--- config.mk ---
export PLATFORM = sky130hd
export DESIGN_NAME = ifid_pipe_reg
export DESIGN_NICKNAME = d
export VERILOG_FILES = /design/src/rtl/ifid_pipe_reg.sv
export SDC_FILE = /design/constraint.sdc
export NUM_CORES = 1
export LEC_CHECK = 0
export ABC_CLOCK_PERIOD_IN_PS = 3700
export BUFFER_PORTS_ARGS = -buffer_cell sky130_fd_sc_hd__buf_2
export CORE_UTILIZATION = 40
export DETAILED_ROUTE_END_ITERATION = 10
export GPL_ROUTABILITY_DRIVEN = 0
export PLACE_DENSITY = 0.74
export SYNTH_ARGS = -nofsm -noshare
export SYNTH_HDL_FRONTEND = slang
export SYNTH_SLANG_ARGS = --single-unit
--- constraint.sdc ---
create_clock -name Clk -period 3.7 [get_ports Clk]
set_input_delay 0.37 -clock Clk [delete_from_list [all_inputs] [get_ports Clk]]
set_output_delay 0.37 -clock Clk [all_outputs]
set_load 0.02 [all_outputs]
--- src/rtl/ifid_pipe_reg.sv ---
// IF/ID pipeline register: captures PC+4 and the fetched instruction for decode,
// with hazard stall (hold), branch/jump flush (bubble) and saturating event counters.
module ifid_pipe_reg #(
  parameter int               WIDTH = 32,
  parameter logic [WIDTH-1:0] NOP   = '0,
  parameter int               CNT_W = 16
) (
  input  logic             Clk,
  input  logic             Reset,
  input  logic             Stall,
  input  logic             Flush,
  input  logic             CounterClear,
  input  logic             ValidIn,
  input  logic [WIDTH-1:0] PCAddResultIn,
  input  logic [WIDTH-1:0] InstructionIn,
  output logic [WIDTH-1:0] PCAddResultOut,
  output logic [WIDTH-1:0] InstructionOut,
  output logic             ValidOut,
  output logic [CNT_W-1:0] StallCount,
  output logic [CNT_W-1:0] FlushCount
);

  logic [WIDTH-1:0] pc_p1;
  logic [WIDTH-1:0] instr_p1;
  logic             vld_p1;
  logic [CNT_W-1:0] stall_cnt;
  logic [CNT_W-1:0] flush_cnt;

  function automatic logic [CNT_W-1:0] sat_inc(input logic [CNT_W-1:0] v);
    return (&v) ? v : v + CNT_W'(1);
  endfunction

  // IF -> ID stage boundary
  always_ff @(posedge Clk or posedge Reset) begin
    if (Reset) begin
      pc_p1    <= '0;
      instr_p1 <= NOP;
      vld_p1   <= 1'b0;
    end else if (Flush) begin
      // Wrong-path slot: keep its PC+4 for debug, but present a bubble.
      pc_p1    <= PCAddResultIn;
      instr_p1 <= NOP;
      vld_p1   <= 1'b0;
    end else if (!Stall) begin
      pc_p1    <= PCAddResultIn;
      instr_p1 <= ValidIn ? InstructionIn : NOP;
      vld_p1   <= ValidIn;
    end
  end

  always_ff @(posedge Clk or posedge Reset) begin
    if (Reset) begin
      stall_cnt <= '0;
      flush_cnt <= '0;
    end else if (CounterClear) begin
      stall_cnt <= '0;
      flush_cnt <= '0;
    end else begin
      if (Stall && !Flush) stall_cnt <= sat_inc(stall_cnt);
      if (Flush)           flush_cnt <= sat_inc(flush_cnt);
    end
  end

  assign PCAddResultOut = pc_p1;
  assign InstructionOut = instr_p1;
  assign ValidOut       = vld_p1;
  assign StallCount     = stall_cnt;
  assign FlushCount     = flush_cnt;

endmodule
# After elaboration in Yosys (flattened, before gate mapping)
# Index checks and enable logic that the tools add are counted.
totals:
  register_bits: 97
  latchBits: 0
  ramBits: 0
  rom_bits: 0
  inputBits: 70
  output_inout_bits: 97
  wordCells: 31
  memories: 0
classes:
  add_sub_neg: 2
  multipliers: 0
  n_div: 0
  n_lt_le_gt_ge: 0
  eq_ne: 3
  shift: 0
  n_mux: 13
  bitwise: 0
  reduce_logical: 8
op_table:
  columns: ["operator", "n"]
  rows:
  - ["$mux W32", 5]
  - ["$mux W16", 6]
  - ["$add A16 B1 Y16 const B", 2]
  - ["$reduce_and A16 Y1", 2]
  - ["$ne A2 B2 Y1 const B", 2]
  - ["$reduce_and A2 Y1", 2]
  - ["$reduce_bool A2 Y1", 2]
  - ["$mux W1", 2]
  - ["$ne A2 B1 Y1 const B", 1]
  - ["$logic_and A1 B1 Y1", 1]
  - ["$logic_not A1 Y1", 1]

# Longest topological paths before layout
depth:
  ltp_word: 4
  ltp_mapped: 7
  ltp_nobuf: 5

# Worst setup path after synthesis
# Ideal clock, no wire load.
synth_path:
  kind: "register to register"
  start: "register flush_cnt[0] (netlist: FlushCount[0])"
  end: "register flush_cnt[11] (netlist: FlushCount[11])"
  setup_ns: 0.125
  arrival_ns: 1.684
  required_ns: 3.575
  path_slack_ns: 1.892
  path_stages_with_launch: 6
  path_buffers: 0
  synth_period_minus_slack_ns: 1.808
  path_cell_list: "dfrtp_1 -> ha_1 -> nand3_1 -> nor4_2 -> nor4_1 -> mux2_2"
synth_between:
  elab_chain_len: 4
  elab_cells_between_ends: 7
  cone_classes: "add/sub: 1; eq/ne: 1; mux: 3; reduce/logical: 2"
synth_rtl:
  columns: ["element", "line", "rtl"]
  rows:
  - ["start: declaration", "27", "logic [CNT_W-1:0] flush_cnt;"]
  - ["start signal: assignment", "60", "if (Flush) flush_cnt <= sat_inc(flush_cnt);"]
  - ["$add A16 B1 Y16", "30", "return (&v) ? v : v + CNT_W'(1);"]
  - ["$mux W16", "30", null]
  - ["$mux W16", "60", null]
  - ["$mux W16", "55", "end else if (CounterClear) begin"]
# Several ways; a longest one is shown, not always the timed one. The select of a mux whose other input is x is not followed.
# A chain may end at the register's enable or synchronous reset.

# Worst setup path in the final report
layout_path:
  start: "input Flush"
  end: "register stall_cnt[14] (netlist: StallCount[14])"
layout_between:
  elab_chain_len: 4
layout_rtl:
  columns: ["element", "line", "rtl"]
  rows:
  - ["start: declaration", "11", "input logic Flush,"]
  - ["$logic_not A1 Y1", "59", "if (Stall && !Flush) stall_cnt <= sat_inc(stall_cnt);"]
  - ["$logic_and A1 B1 Y1", "59", null]
  - ["$reduce_bool A2 Y1 (no source line)", null, null]
  - ["$reduce_and A2 Y1 (no source line)", null, null]
  - ["end signal: assignment", "59", null]
  - ["end: declaration", "26", "logic [CNT_W-1:0] stall_cnt;"]
# No other way between the ends.

==> metrics.txt <==
clock skew after layout=0.0117 ns; worst reg2reg setup slack=1.72 ns; sinks on the clock net=97; layout cell share with drive strength beyond 1=34.7%; max-cap violations=0; insertion delay to the later sink of the worst-skew pair=0.36 ns; Post-DP Area=5120 um^2; vias in the first global route=3535; Via density=5.24; post-route setup TNS=0 ns; Yosys Warn Count=0; initial core utilization=42.0%; setup slack of the critical path after layout=1.71 ns; largest net degree at the start of global routing=73; wire length of the first global-routing pass=17.2 mm; Routed WL=10.6 mm; Yosys reg bits=97; Final Hold Fails=0; Tightest Pin Transition=0.879 ns; RSZ-0062 raised after global routing=false; sequential area share after synthesis=58.3%; vertical die dimension=104 um; worst slew margin relative to its limit=41.4%; peak clock frequency supported by timing=502 MHz; dpl ws=1.33 ns; clock tree from TritonCTS=built; library cell contributing the largest single delay on the critical path=sky130_fd_sc_hd__nor2b_4; Total Nets Final=637; category of the worst setup path launch point=primary input; overall overflow remaining after global route=0; critical path class=primary input to register; number of flops mapped to enable cells by yosys=0; peak ir drop on the vdd network=0.220 mV; post-synthesis cell area=4160 um^2; number of antenna violations at the first check in global routing=0; Setup-failing EPs final=0; total iterations of the first detailed-routing run=4; final antenna diode count=0; setup fix buffers added after clock tree synthesis=0; crit end category=register; count of pins on the block boundary=167; share of async-settable or async-resettable flops after synthesis=100%; final cycle utilization of the critical path=53.8%; number of remaining DRC errors=0; worst path buffer plus inverter count=1; hold-fix buffers at CTS=0; DR WL/cell=15.0 um; final cell count without fillers=703; area added between synthesis and finish=27.5%; total power=2.04 mW; Crit path max-delay family=simple AND/OR/NAND/NOR gates; HPWL after detailed placement=7.59 mm; buffer depth of the longest clock path=2; total number of vias=3682; clock-pin slew on the worst setup and hold paths=0.10 ns; overall global routing resource usage=19.7%; list of cells traversed by the critical path=buf_2, nor2b_4, nand3_1, or4_1, a21oi_1; cell area after layout=5310 um^2; number of distinct library cell variants in the gate-level netlist after synthesis=42; footprint of the flip-flops and latches=2430 um^2; HP Class=primary input to asynchronous set/reset pin; level count of the clock H-tree=3; most used flip-flop cell after synthesis=sky130_fd_sc_hd__dfrtp_1; site row count=36; static leakage=2.80 nW; Worst path max stage delay=0.65 ns; required time at the worst-slack endpoint=3.98 ns; total clock buffers created by CTS=9; pins over their slew limit=0; area used by multi-input combinational logic=1640 um^2; core outline area=9910 um^2; Clk Tree Root Cell=sky130_fd_sc_hd__clkbuf_8; number of placed instances, taps included=687; overall die area=10800 um^2; nets in the synthesized netlist=477; power per cell area=385 nW/um^2; post-synthesis area per instance=10.3 um^2; die span in x=104 um; fillers=938; outcome=finished, final reports clean; arrival time at the worst endpoint=2.27 ns; synthesized netlist cell count=405; residual antenna-violating net count after detailed routing=0; post-CTS resize count=0; IO Port Bufs=166; drt first-iter violations=148; minimum clock period after layout=1.99 ns; peak fanout along the critical path=35
[worst reg2reg max path, stage by stage (launching register included)]
cell,delay [ns]
sky130_fd_sc_hd__dfrtp_1,0.46
sky130_fd_sc_hd__ha_1,0.31
sky130_fd_sc_hd__nand3_1,0.14
sky130_fd_sc_hd__nor4b_2,0.64
sky130_fd_sc_hd__o21ai_0,0.19
sky130_fd_sc_hd__a21oi_1,0.16
[logic make-up after synthesis]
kind of cell / synth area share, %
AND/OR/NAND/NOR: 22.6
flip-flops: 58.3
AO/OA/AOI/OAI: 14.2
buffers and inverters: 2.50
multiplexers: 1.53
adder cells (fa/ha/maj): 0.601
XOR/XNOR: 0.211
[cells in the mapped netlist (5+ instances only)]
cell type                  instances  area (um^2)
sky130_fd_sc_hd__nand2_1         107          402
sky130_fd_sc_hd__dfrtp_1          97         2430
sky130_fd_sc_hd__a22o_1           32          280
sky130_fd_sc_hd__a21oi_1          20          100
sky130_fd_sc_hd__clkbuf_1         15         56.3
sky130_fd_sc_hd__nand3_1          11         55.1
sky130_fd_sc_hd__nor2_1           11         41.3
sky130_fd_sc_hd__o21ai_0          10         50.1
sky130_fd_sc_hd__o31ai_1          10         75.1
sky130_fd_sc_hd__or3_1            10         62.6
sky130_fd_sc_hd__nor3_1            8         40.0
sky130_fd_sc_hd__or4_1             8         60.1
sky130_fd_sc_hd__nand4_1           7         43.8
sky130_fd_sc_hd__inv_1             6         22.5
sky130_fd_sc_hd__nor2b_1           5         31.3
[layer usage]
metal / global-route usage (%) / routed length, um
met5: 0 / 0
met4: 8.67 / 230
met3: 3.51 / 567
met2: 33.0 / 5190
met1: 24.9 / 4570
[layout make-up]
type,count,area share (%)
Clock inverter,7,1.13
Inverter,6,0.472
Sequential cell,97,45.8
Clock buffer,9,2.33
Timing Repair Buffer,170,16.2
Tap cell,133,3.14
Multi-Input combinational cell,281,30.9
[stage by stage]
step,hold slack (ns),util (%)
final,0.191,53.5
after global routing,0.184,53.5
after CTS,0.187,53.5
after detailed placement,0.450,51.7
after global placement,0.447,51.7
after floorplan,0.483,-
[final timing paths]
kind | startpoint | endpoint | depth (start not counted)
min reg2reg | PCAddResultOut[28]$_DFFE_PP0N_ | PCAddResultOut[28]$_DFFE_PP0N_ | 2
max in group asynchronous | Reset | InstructionOut[16]$_DFFE_PP0N_ | 3
max | Flush | StallCount[14]$_DFFE_PP0P_ | 5
min in group Clk | PCAddResultIn[18] | PCAddResultOut[18]$_DFFE_PP0N_ | 3
max reg2reg | StallCount[1]$_DFFE_PP0P_ | StallCount[5]$_DFFE_PP0P_ | 5
min | Reset | PCAddResultOut[18]$_DFFE_PP0N_ | 2
[where the power goes]
| part | internal [mW] | switching [mW] |
|---|---|---|
| Combinational | 0.0897 | 0.164 |
| Clock | 0.257 | 0.400 |
| Sequential | 1.11 | 0.0274 |
[layout by cell type, fill, tap and decap left out, drive strengths merged, types with 8 or more instances in the layout]
master | Yosys | layout
buf | 6 | 170
nand2 | 107 | 107
dfrtp | 97 | 97
a22o | 32 | 32
a21oi | 20 | 20
nor2 | 11 | 11
nand3 | 11 | 11
o31ai | 10 | 10
or3 | 10 | 10
o21ai | 10 | 10
clkbuf | 15 | 9
nand4 | 9 | 9
inv | 6 | 9
nor3 | 8 | 8
or4 | 8 | 8
[sequential cells by signal, summed over array words and instances (netlist names)]
| signal | flops |
|---|---|
| InstructionOut | 32 |
| PCAddResultOut | 32 |
| FlushCount | 16 |
| StallCount | 16 |
| ValidOut | 1 |
(Power assumes the default switching activity.)
